## config.mk

```make
export PLATFORM = sky130hd
export DESIGN_NAME = mem_ls_unit
export DESIGN_NICKNAME = d
export VERILOG_FILES = /design/src/rtl/mem_ls_unit.sv
export SDC_FILE = /design/constraint.sdc
export NUM_CORES = 1
export LEC_CHECK = 0
export BUFFER_PORTS_ARGS = -buffer_cell sky130_fd_sc_hd__buf_4
export CORE_MARGIN = 4
export CORE_UTILIZATION = 50
export CTS_CLUSTER_DIAMETER = 150
export CTS_CLUSTER_SIZE = 28
export DETAILED_ROUTE_END_ITERATION = 7
export PLACE_DENSITY = 0.78
export SLEW_MARGIN = 0
export SYNTH_ARGS = -nofsm -noshare
export SYNTH_HDL_FRONTEND = slang
export SYNTH_SLANG_ARGS = --single-unit
```

## constraint.sdc

```tcl
create_clock -name clk -period 4 [get_ports clk]
set_clock_uncertainty 0.1 [all_clocks]
set_input_delay 0.6 -clock clk [delete_from_list [all_inputs] [get_ports clk]]
set_output_delay 0.6 -clock clk [all_outputs]
set_load 0.01 [all_outputs]
```

## src/rtl/mem_ls_unit.sv

```systemverilog
// Load/store unit between the MEM stage and a word-wide data memory with a registered read port.
// Handles byte/half/word loads with extension and builds sub-word stores by read-modify-write.
module mem_ls_unit (
  input  logic        clk,
  input  logic        rst,
  input  logic        req,
  input  logic        we,
  input  logic [1:0]  size,
  input  logic        sign_ext,
  input  logic [31:0] addr,
  input  logic [31:0] wdata,
  output logic [31:0] rdata,
  output logic        done,
  output logic        err,
  output logic        busy,
  output logic [9:0]  mem_addr,
  output logic [3:0]  mem_be,
  output logic [31:0] mem_wdata,
  output logic        mem_write,
  input  logic [31:0] mem_rdata
);

  typedef enum logic [2:0] {
    S_IDLE, S_ERR, S_READ, S_EXT, S_MERGE, S_WRITE, S_DONE
  } state_t;

  state_t      r_state;
  logic        r_we;
  logic [1:0]  r_size;
  logic        r_sext;
  logic [1:0]  r_off;
  logic [31:0] r_wdata;
  logic [31:0] r_rdata;
  logic [9:0]  r_mem_addr;
  logic [3:0]  r_mem_be;
  logic [31:0] r_mem_wdata;

  logic        w_misaligned;
  logic [3:0]  w_be;
  logic [31:0] w_shifted;
  logic [31:0] w_load_val;
  logic [31:0] w_pos_wdata;
  logic [31:0] w_merged;
  logic        w_unused;

  // Upper address bits fall outside the 4 KiB data memory.
  assign w_unused = ^addr[31:12];

  // size 11 behaves exactly like a word access.
  assign w_misaligned = (size == 2'b01 && addr[0]) || (size[1] && addr[1:0] != 2'b00);

  always_comb begin
    // NOTE: every always_comb output gets a default first, so no path infers a latch.
    w_be = 4'b1111;
    if (!size[1]) begin
      if (size[0]) w_be = addr[1] ? 4'b1100 : 4'b0011;
      else         w_be = 4'b0001 << addr[1:0];
    end
  end

  // Halfwords are aligned, so the byte-offset shift also brings a half down to lane 0.
  assign w_shifted = mem_rdata >> {r_off, 3'b000};

  always_comb begin
    w_load_val = mem_rdata;
    if (!r_size[1]) begin
      if (r_size[0])
        w_load_val = r_sext ? {{16{w_shifted[15]}}, w_shifted[15:0]} : {16'h0000, w_shifted[15:0]};
      else
        w_load_val = r_sext ? {{24{w_shifted[7]}}, w_shifted[7:0]} : {24'h000000, w_shifted[7:0]};
    end
  end

  always_comb begin
    w_pos_wdata = r_wdata;
    if (!r_size[1]) begin
      if (r_size[0]) w_pos_wdata = {16'h0000, r_wdata[15:0]} << {r_off[1], 4'b0000};
      else           w_pos_wdata = {24'h000000, r_wdata[7:0]} << {r_off, 3'b000};
    end
  end

  always_comb begin
    w_merged = mem_rdata;
    for (int i = 0; i < 4; i++) begin
      if (r_mem_be[i]) w_merged[8*i +: 8] = w_pos_wdata[8*i +: 8];
    end
  end

  always_ff @(posedge clk) begin
    // NOTE: sequential state uses <= so every register sees pre-edge values of the others.
    if (rst) begin
      r_state     <= S_IDLE;
      r_we        <= 1'b0;
      r_size      <= 2'b00;
      r_sext      <= 1'b0;
      r_off       <= 2'b00;
      r_wdata     <= 32'h0;
      r_rdata     <= 32'h0;
      r_mem_addr  <= 10'h0;
      r_mem_be    <= 4'h0;
      r_mem_wdata <= 32'h0;
    end else begin
      case (r_state)
        S_IDLE: begin
          if (req) begin
            r_we       <= we;
            r_size     <= size;
            r_sext     <= sign_ext;
            r_off      <= addr[1:0];
            r_wdata    <= wdata;
            r_mem_addr <= addr[11:2];
            r_mem_be   <= w_be;
            if (w_misaligned) begin
              r_state <= S_ERR;
            end else if (we && size[1]) begin
              r_mem_wdata <= wdata;
              r_state     <= S_WRITE;
            end else begin
              r_state <= S_READ;
            end
          end
        end
        S_ERR:   r_state <= S_IDLE;
        S_READ:  r_state <= r_we ? S_MERGE : S_EXT;
        S_EXT: begin
          r_rdata <= w_load_val;
          r_state <= S_DONE;
        end
        S_MERGE: begin
          r_mem_wdata <= w_merged;
          r_state     <= S_WRITE;
        end
        S_WRITE: r_state <= S_DONE;
        S_DONE:  r_state <= S_IDLE;
        default: r_state <= S_IDLE;
      endcase
    end
  end

  assign rdata     = r_rdata;
  assign mem_addr  = r_mem_addr;
  assign mem_be    = r_mem_be;
  assign mem_wdata = r_mem_wdata;
  assign done      = (r_state == S_DONE) || (r_state == S_ERR);
  assign err       = (r_state == S_ERR);
  assign busy      = (r_state != S_IDLE);
  // A reset landing in the WRITE cycle must kill the strobe in that same cycle.
  assign mem_write = (r_state == S_WRITE) && !rst;

endmodule

```

==> results of run 1 <==
metrics by stage:
step                      area (µm²)  total power, mW  worst slack (ns)  hold WS (ns)  utilization
after detailed placement        7170             1.89              1.29         0.349        0.618
after CTS                       7770             3.43              1.28         0.313        0.669
final                           7770             3.43              1.18         0.323        0.669
after global placement          7170             1.87              1.40         0.343        0.618
after floorplan                 6010             1.65              1.94         0.336            -
after global routing            7770             3.55              1.02         0.330        0.669
layout make-up:
cell class	instances	area, µm²
fillers	985	3840
multi-input cells	560	3250
flip-flops and latches	119	2380
repair buffers	172	1290
clock buffers	23	478
well taps	143	179
clock inverters	9	123
inverters	18	67.6
routing by layer:
metal	wire length, µm	share of wire	vias to the layer above
met2	9430	0.46	362
met3	2090	0.10	50
met1	8600	0.42	3045
met5	0	0	-
li1	-	-	3002
met4	553	0.027	0
kinds of logic (layout without fill, tap and decap cells):
group           count (synthesis)  after routing  share of synthesized area
simple gates                  276            276                      0.202
compound gates                266            266                      0.297
flops                         119            119                      0.397
buf+inv                        90            222                     0.0643
mux                            17             17                     0.0387
xor+xnor                        1              1                    0.00146
how the worst max path moves through the flow:
stage | startpoint | end | slack, ns | cells past startpoint
after global routing | r_off[0] | mem_wdata[5] | 1.02 | 5
after global placement | r_off[0] | mem_wdata[3] | 1.40 | 5
after detailed placement | r_off[0] | mem_wdata[3] | 1.29 | 5
final | r_off[0] | mem_wdata[1] | 1.18 | 5
after floorplan | mem_rdata[23] | rdata[22] | 1.94 | 6
after CTS | r_off[0] | mem_wdata[3] | 1.28 | 5
power by group through the flow:
stage	sequential [mW]	clock, mW	combinational [mW]
after global placement	1.36	0	0.506
after detailed placement	1.36	0	0.523
after CTS	1.34	1.56	0.527
after floorplan	1.33	0	0.322
final	1.35	1.55	0.531
after global routing	1.35	1.62	0.580
state kept, by name (all words and copies together) (netlist names):
register   flops
mem_wdata     32
r_sext         1
r_wdata       32
mem_addr      10
r_off          2
mem_be         4
rdata         32
r_we           1
r_size         2
r_state        3
cells in the final DEF (no fill, tap or decap), types with 7 or more instances in the layout:
master,synthesis,final
a211oi_1,35,35
a211oi_2,10,10
a21oi_1,112,112
a221oi_1,13,13
a31o_2,13,13
a32o_1,7,7
buf_4,2,172
clkbuf_16,0,17
dfxtp_1,119,118
inv_1,17,17
mux2i_1,12,12
nand2_1,138,138
nand2b_1,18,18
nand3_1,8,8
nand3b_1,14,14
nor2_1,78,78
nor3_1,7,7
o211ai_1,17,17
o21ai_0,26,26
o311ai_0,8,8
o41ai_1,10,10
worst min-delay path, delay by kind of cell:
| kind | cells | cell delay [ns] |
|---|---|---|
| buffers and inverters | 1 | 0.11 |
| AOI/OAI and AO/OA | 1 | 0.05 |
| and+or+nand+nor | 1 | 0.04 |
==> summary.md, run 1 <==
| Metric | Value |
|---|---|
| Root buf cell | `clkbuf_16` |
| Post-route DRC | `0` |
| Largest net degree at the start of global routing | `between 100 and 150` |
| Arrival @ worst endpoint | `between 2 and 3 ns` |
| Final worst path period share | `0.705` |
| Die X-Extent | `between 100 and 150 µm` |
| Sw Ratio | `0.272` |
| Synth Register Bits | `around 120` |
| Hold path depth | `3` |
| Synth unique cells | `46` |
| Comb power frac | `0.155` |
| Hold-fix buffers at CTS | `0` |
| Global-route usage over all layers | `0.292` |
| Met2 usage | `0.454` |
| Syn nets | `roughly 870` |
| Clock Path Buffers | `2` |
| Initial antenna violation count | `0` |
| Reg2reg start | `r_off[0]` |
| Final HPWL DP | `~15,000 µm` |
| PortBufs | `between 150 and 200` |
| Final Hold Viols | `0` |
| Clock Sinks | `119` |
| CP Cell Sequence | `buf_4 -> nor2b_1 -> o31ai_2 -> a221oi_1 -> o41ai_1` |
| Pwr dens | `roughly 440 mW/mm²` |
| Max cap viols | `0` |
| Reg2reg end | `mem_wdata[1]` |
| Latest clock arrival within the worst-skew pair | `~0.42 ns` |
| Max_slew headroom | `0.191` |
| First-pass GRT wire length | `32,500 µm` |
| Clock slew at reported path FFs | `about 0.05 ns` |
| Grt met3 use | `0.0735` |
| CP max stage delay | `0.80 ns` |
| Sequential share of power | `0.392` |
| Io pins | `185` |
| Post-synth EDFFs | `0` |
| Setup_tns | `0 ns` |
| CP Buf/Inv Count | `1` |
| Mean routed wirelength per cell | `between 15 and 20 µm` |
| Syn avg cell area | `slightly below 8 µm²` |
| Synth top area share | `0.397` |
| Post-synth top cells | `nand2_1, dfxtp_1, a21oi_1` |
| Area growth, synth to finish | `29.4%` |
| Global Route met1 Usage | `0.391` |
| Avg Vias per Cell | `approximately 6.2` |
| Reg2Reg Setup Slack | `between 1 and 1.5 ns` |
| Layout cells sized above 1 | `0.261` |
| Unrepaired setup endpoints after global routing | `false` |
| Fin crit period | `2.82 ns` |
| WP data required | `about 4.2 ns` |
| Starting Density | `0.517` |
| TritonCTS clock tree | `done` |
| Chip height | `between 100 and 150 µm` |
| Primary FF master, synth | `dfxtp_1` |
| Cells after Synth | `just under 800` |
| Congestion Overflow GR | `0` |
| Hold Crit Endpoint | `mem_addr[7]` |
| Max VDD drop | `about 0.00029 V` |
| Pre-Repair DR Iteration Count | `5` |
| Mapped Area | `between 0.006 and 0.007 mm²` |
| R2R depth | `5` |
| Max Clock Freq | `approximately 350 MHz` |
| Worst slew pin tran | `1.21 ns` |
| Vias in the first global route | `between 6,000 and 7,000` |
| Hold Startpoint | `addr[9]` |
| DRT antenna net count | `0` |
| 1st-iter DRT viols | `735` |
| CP max-delay cell | `nor2b_1` |
| Overall routed net length | `slightly above 20,000 µm` |
| Worst setup path class | `reg2reg` |
| Status | `finished clean` |
| Switch Pwr | `0.933 mW` |
| Most used routing layer | `met2` |
| Clk pwr share | `0.453` |
| Via count | `6,459` |
| Rows | `39` |
| Nets@finish | `approximately 1,000` |
| Sequential fraction of the synthesis area | `0.397` |
| Leading area contributor after synthesis | `dfxtp_1` |
| Final setup vio count | `0` |
| Post-CTS Setup Inserts | `0` |
| Ys async rst share | `0` |
| Synth top area cells | `dfxtp_1, a21oi_1, nand2_1, nor2_1, a211oi_1` |
| Placed Cells | `between 1,000 and 1,500` |
| CP endpoint kind | `flop` |
| Delay-heaviest family, CP | `simple AND/OR/NAND/NOR gates` |
| Die ar. | `between 0.01 and 0.015 mm²` |
| Final std cells w/o fill | `1,044` |
| Htree depth | `4` |
| Synth Warn # | `0` |
| Max-slew violations | `0` |
| Most numerous cell in the Yosys netlist | `nand2_1` |
| CORE AREA | `0.0116 mm²` |
| ANT cells | `0` |
| Hold WC Path Type | `in2reg` |
| Post-cts sizing count | `0` |
| Maximum fanout along the worst path | `35` |
| Critical Path Start Type | `flop` |
| Pleak | `between 2 and 3 nW` |
| CTS Buf Count | `17` |
| Global placement routability congestion | `approximately 0.92` |
| Internal | `2.50 mW` |
(Power assumes the default switching activity.)
==> run 2, diff against run 1 <==
- ABC_AREA: default -> 1
- CORE_UTILIZATION: 50 -> 47
- PLACE_DENSITY: 0.78 -> 0.77
- clock period: 4 -> 2.39 ns (I/O delays scaled with it)
==> run 2 against run 1 <==
Final cell count up 20%. Fmax rose by 48%. Setup slack got worse by 0.69 ns.
==> summary.md, run 2 <==
| Metric | Value |
|---|---|
| CP most frequent cell | `nand2_1` |
| Most common cell after layout, fill and taps aside | `nand2_1` |
| 1st-iter DRT viols | `698` |
| Synth Warn # | `0` |
| Leading area contributor after synthesis | `dfxtp_1` |
| Pwr dens | `841 mW/mm²` |
| Hold Startpoint | `addr[5]` |
| Reg2Reg Setup Slack | `around 0.5 ns` |
| Setup_tns | `0 ns` |
| Clock Sinks | `roughly 120` |
| Chip height | `122 µm` |
| Synth unique cells | `28` |
| Mean routed wirelength per cell | `16.5 µm` |
| Die ar. | `0.0148 mm²` |
| Layout cells sized above 1 | `0.210` |
| Unrepaired setup endpoints after global routing | `false` |
| Final WS setup | `0.489 ns` |
| Hold path depth | `3` |
| Status | `finished clean` |
| Via count | `slightly below 7,000` |
| Max-slew violations | `0` |
| CP Cell Sequence | `inv_1 -> nand2_1 -> nand2_1 -> nand3_1 -> a21oi_1 -> nor2_1` |
| Delay-heaviest family, CP | `simple AND/OR/NAND/NOR gates` |
| Max_slew headroom | `0.628` |
| Post-synth EDFFs | `0` |
| Max cap viols | `0` |
| Fin crit period | `roughly 1.9 ns` |
| Syn avg cell area | `about 6.5 µm²` |
| Post-synth top cells | `nand2_1, nor2_1, a21oi_1, dfxtp_1, o21ai_0` |
| Synth Register Bits | `roughly 120` |
| Reg2reg start | `r_size[1]` |
| Initial antenna violation count | `0` |
| Vias in the first global route | `6,083` |
| Dpl ws | `approximately 0.57 ns` |
| Mapped Area | `between 0.006 and 0.007 mm²` |
| Synth top area share | `0.392` |
| DRT antenna net count | `0` |
| Maximum fanout along the worst path | `15` |
| Largest net degree at the start of global routing | `56` |
| CTS Buf Count | `17` |
| Arrival @ worst endpoint | `~2.1 ns` |
| Hold WC Path Type | `in2reg` |
| Final Hold Viols | `0` |
| Critical Path Start Type | `flop` |
| ANT cells | `0` |
| Final setup vio count | `0` |
| Nets@finish | `roughly 1,200` |
| Congestion Overflow GR | `0` |
| Clock slew at reported path FFs | `roughly 0.050 ns` |
| Ys async rst share | `0` |
| Avg Vias per Cell | `approximately 5.5` |
| CP endpoint kind | `flop` |
| Rows | `slightly above 40` |
| Internal | `roughly 4.6 mW` |
| Max VDD drop | `0.000531 V` |
| Commonest non-fill, non-tap cells in the layout | `nand2_1, buf_4, nor2_1, a21oi_1, dfxtp_1` |
| Clock Path Buffers | `2` |
| Primary FF master, synth | `dfxtp_1` |
| Sequential fraction of the synthesis area | `0.392` |
| Starting Density | `0.481` |
| Switch Pwr | `about 2.1 mW` |
| Max Clock Freq | `approximately 530 MHz` |
| Syn nets | `between 1,000 and 1,500` |
| Latest clock arrival within the worst-skew pair | `about 0.42 ns` |
| R2R depth | `6` |
| Htree depth | `4` |
| Worst slew pin tran | `around 0.56 ns` |
| Pre-Repair DR Iteration Count | `5` |
| Sw Ratio | `0.314` |
| Cells after Synth | `between 900 and 1,000` |
| Clk pwr share | `0.380` |
| Hold Crit Endpoint | `mem_addr[3]` |
| TritonCTS clock tree | `done` |
| Synth top area cells | `dfxtp_1, nand2_1, nor2_1, a21oi_1, o21ai_0` |
| Post-CTS Setup Inserts | `0` |
| Global placement routability congestion | `approximately 0.96` |
| Comb power frac | `0.252` |
| Root buf cell | `clkbuf_16` |
| Reg2reg end | `mem_wdata[15]` |
| Final HPWL DP | `about 15,000 µm` |
| Post-route DRC | `0` |
| CP Buf/Inv Count | `1` |
| CORE AREA | `roughly 0.013 mm²` |
| Post-cts sizing count | `0` |
| Most numerous cell in the Yosys netlist | `nand2_1` |
| Worst setup path class | `reg2reg` |
| PortBufs | `around 160` |
| Hold-fix buffers at CTS | `0` |
| Overall routed net length | `just over 20,000 µm` |
| Hold WS | `roughly 0.065 ns` |
| Final worst path period share | `0.795` |
| WP data required | `approximately 2.6 ns` |
| Io pins | `about 190` |
| Pleak | `between 3 and 4 nW` |
| Global-route usage over all layers | `0.275` |
| CP max-delay cell | `nand2_1` |
| Sequential share of power | `0.368` |
| CP max stage delay | `0.45 ns` |
| Area growth, synth to finish | `30.4%` |
| First-pass GRT wire length | `approximately 32,000 µm` |
| Die X-Extent | `122 µm` |
| Fill count | `1,226` |
==> run 2: cell types whose count changed in the layout (fill, tap and decap cells not counted), moves of 13 or more <==
cell      change
nand3b_1     -14
a221oi_1     -13
nand2_1      +69
nand2b_1     -18
inv_1        +17
nand3_1      +43
a31o_2       -13
o21ai_1      +24
o21ai_0      +82
a211oi_1     -35
nor2_1       +83
==> run 2: worst max-delay path by stage <==
stage | from | cells past startpoint | slack (ns) | end
global route | r_off[0] | 7 | 0.32 | rdata[23]
floorplan | r_state[2] | 10 | 0.88 | r_wdata[16]
finish | r_size[1] | 6 | 0.49 | mem_wdata[15]
CTS | r_off[0] | 7 | 0.53 | rdata[23]
detailed placement | r_off[0] | 7 | 0.57 | rdata[16]
global placement | r_state[0] | 7 | 0.58 | mem_be[3]
==> run 2: worst min-delay path, stage by stage <==
cell and delay [ns]:
buf_4 0.08, nor2_1 0.03, nor2_1 0.08
==> run 2: cell families after synthesis <==
kind of cell,after synthesis,synth area share
AOI/OAI and AO/OA,271,0.233
buffers and inverters,105,0.0808
DFF,119,0.392
and+or+nand+nor,440,0.294
==> run 2: area by class of cell <==
class / instances / area [µm²] / area share
well taps: 172 / 215 / 0.0272
repair buffers: 178 / 1370 / 0.174
flip-flops and latches: 119 / 2380 / 0.301
multi-input cells: 711 / 3200 / 0.404
inverters: 44 / 165 / 0.0209
clock inverters: 3 / 65.1 / 0.00822
clock buffers: 25 / 515 / 0.0651
==> run 2: stage by stage <==
| stage | util | total power, mW | instance area, µm² | std cells |
|---|---|---|---|---|
| final | 0.627 | 6.66 | 7920 | 1252 |
| after global routing | 0.627 | 6.98 | 7920 | 1252 |
| after CTS | 0.627 | 6.68 | 7920 | 1252 |
| after detailed placement | 0.581 | 4.14 | 7330 | 1224 |
| after global placement | 0.581 | 4.12 | 7330 | 1224 |
| after floorplan | - | 3.50 | 6070 | 935 |
==> run 2: per-layer routing <==
| metal | share of wire | up-vias | wire [µm] | global-route usage |
|---|---|---|---|---|
| li1 | - | 3355 | - | - |
| met1 | 0.42 | 3123 | 8730 | 0.365 |
| met2 | 0.46 | 311 | 9550 | 0.425 |
| met3 | 0.094 | 40 | 1950 | 0.0808 |
| met4 | 0.022 | 0 | 455 | 0.0987 |
| met5 | 0 | - | 0 | 0 |
==> run 2: power by group through the flow <==
stage	sequential, mW	combinational (mW)	clock [mW]
after floorplan	2.49	1.01	0
after global placement	2.48	1.65	0
after detailed placement	2.48	1.66	0
after CTS	2.44	1.67	2.56
after global routing	2.48	1.85	2.64
final	2.45	1.68	2.53
==> run 3, diff against run 2 <==
- CORE_UTILIZATION: 47 -> 50
- PLACE_DENSITY: 0.77 -> 0.78
- clock period: 2.39 -> 2 ns (I/O delays scaled with it)
==> run 3 against run 2 <==
Sequential cell count unchanged. Sequential power grew 19%. First-iteration DRC count up 4.0%. Die area down 5.6%. Sequential share of layout area shrank 0.41 points. Fmax up 7.0%. Global-route usage is 2.4 points higher. Worst hold slack worse by 0.048 ns. Wire length grew 1.8%. Critical endpoint unchanged.
==> summary.md, run 3 (same netlist as run 2, synthesis figures left out) <==
| Metric | Value |
|---|---|
| Status | `finished clean` |
| Worst setup path class | `reg2reg` |
| Hold WS | `0.0163 ns` |
| Unrepaired setup endpoints after global routing | `false` |
| Critical Path Start Type | `flop` |
| Hold WC Path Type | `in2reg` |
| Worst slew pin tran | `0.544 ns` |
| Pre-Repair DR Iteration Count | `6` |
| Maximum fanout along the worst path | `15` |
| CORE AREA | `0.0117 mm²` |
| Max VDD drop | `0.000731 V` |
| Initial antenna violation count | `0` |
| Fin crit period | `1.78 ns` |
| Die X-Extent | `approximately 120 µm` |
| Util after Layout | `0.688` |
| Final worst path period share | `0.889` |
| Arrival @ worst endpoint | `1.98 ns` |
| PortBufs | `between 150 and 200` |
| Io pins | `approximately 190` |
| Congestion Overflow GR | `0` |
| Max Clock Freq | `approximately 560 MHz` |
| Avg Vias per Cell | `approximately 5.7` |
| 1st-iter DRT viols | `about 730` |
| Max_slew headroom | `0.636` |
| Final HPWL DP | `about 15,000 µm` |
| Rows | `39` |
| Latest clock arrival within the worst-skew pair | `0.42 ns` |
| Commonest non-fill, non-tap cells in the layout | `nand2_1, buf_4, nor2_1, a21oi_1, dfxtp_1` |
| Layout cells sized above 1 | `0.214` |
| Vias in the first global route | `roughly 6,500` |
| Clock Path Buffers | `2` |
| Setup_tns | `0 ns` |
| CP endpoint kind | `flop` |
| Area growth, synth to finish | `32.2%` |
| Starting Density | `0.521` |
| Die ar. | `0.0140 mm²` |
| Most common cell after layout, fill and taps aside | `nand2_1` |
| Chip height | `between 100 and 150 µm` |
| Global placement routability congestion | `between 0.9 and 1` |
| Mean routed wirelength per cell | `roughly 17 µm` |
| First-pass GRT wire length | `between 30,000 and 40,000 µm` |
| Post-route DRC | `0` |
| Largest net degree at the start of global routing | `48` |
| Final setup vio count | `0` |
| Pwr dens | `approximately 1000 mW/mm²` |
| WP data required | `about 2.2 ns` |
| Root buf cell | `clkbuf_16` |
| Reg2Reg Setup Slack | `between 0.2 and 0.25 ns` |
| ANT cells | `0` |
| Pleak | `about 3.8 nW` |
| Max cap viols | `0` |
| Final Hold Viols | `0` |
| Fill count | `slightly above 1,000` |
| Multi-input gate area | `about 0.0032 mm²` |
| Via count | `about 7,000` |
| DRT antenna net count | `0` |
| Max-slew violations | `0` |
| Pwr Total | `about 8.0 mW` |
| Clock slew at reported path FFs | `roughly 0.050 ns` |
| Clock Sinks | `between 100 and 150` |
| Global-route usage over all layers | `0.299` |
| Register area | `between 0.002 and 0.0025 mm²` |
| CTS Buf Count | `17` |
| Nets@finish | `1,186` |
| Htree depth | `4` |
| Overall routed net length | `21,000 µm` |
| TritonCTS clock tree | `done` |
run 3: changes by cell type in the layout (fill, tap and decap cells not counted):
| cell | delta |
|---|---|
| dlygate4sd3_1 | +5 |
| buf_12 | +4 |
| buf_4 | +3 |
| clkbuf_1 | -1 |
| clkbuf_8 | -1 |
| clkinv_2 | +1 |
| nand2_2 | -1 |
| nand2_4 | +1 |
run 3: what timing repair did:
item	4_1_cts	5_1_grt
hold endpoints to repair	5	0
resized for setup	0	1
hold buffers	5	0
buffers inserted	0	0
setup endpoints to repair	0	1
run 3: where the power goes:
| part | switching, mW | internal [mW] |
|---|---|---|
| clock network | 1.02 | 1.96 |
| logic | 1.27 | 0.830 |
| registers | 0.234 | 2.68 |
run 3: layer usage:
metal  GRT usage  vias up  part of all wire
met4       0.131        0             0.036
met5           0        -                 0
met1       0.397     3171              0.42
li1            -     3385                 -
met3      0.0855       62             0.098
met2       0.453      376              0.44
run 3: layout make-up:
class / count / share of cell area
clock buffer: 23 / 0.0621
clock inverter: 4 / 0.00873
inverter: 44 / 0.0206
multi-input combinational: 711 / 0.399
sequential: 119 / 0.297
tap: 143 / 0.0223
timing repair buffer: 190 / 0.190
run 3: per-stage QoR:
stage               cells  instance area, µm²  worst slack [ns]
global route         1234                8020            0.0756
global placement     1202                7400             0.283
floorplan             935                6070             0.495
CTS                  1234                8020             0.215
detailed placement   1202                7400             0.239
finish               1234                8020             0.223
run 3: path summary, 6_finish.rpt:
| path | from | endpoint | depth (start not counted) |
|---|---|---|---|
| worst max-delay path | r_size[1] | mem_wdata[15] | 7 |
| worst min-delay path | addr[10] | mem_addr[8] | 3 |
| worst max register to register | r_size[1] | mem_wdata[15] | 7 |
| worst min register to register | r_sext | r_sext | 2 |
run 3: critical path, stage by stage, from the launching register on:
cell,delay [ns]
dfxtp_1,0.36
inv_1,0.13
buf_4,0.20
nand2_1,0.36
nand2_1,0.16
nand3_1,0.08
a21oi_1,0.22
nor2_1,0.06
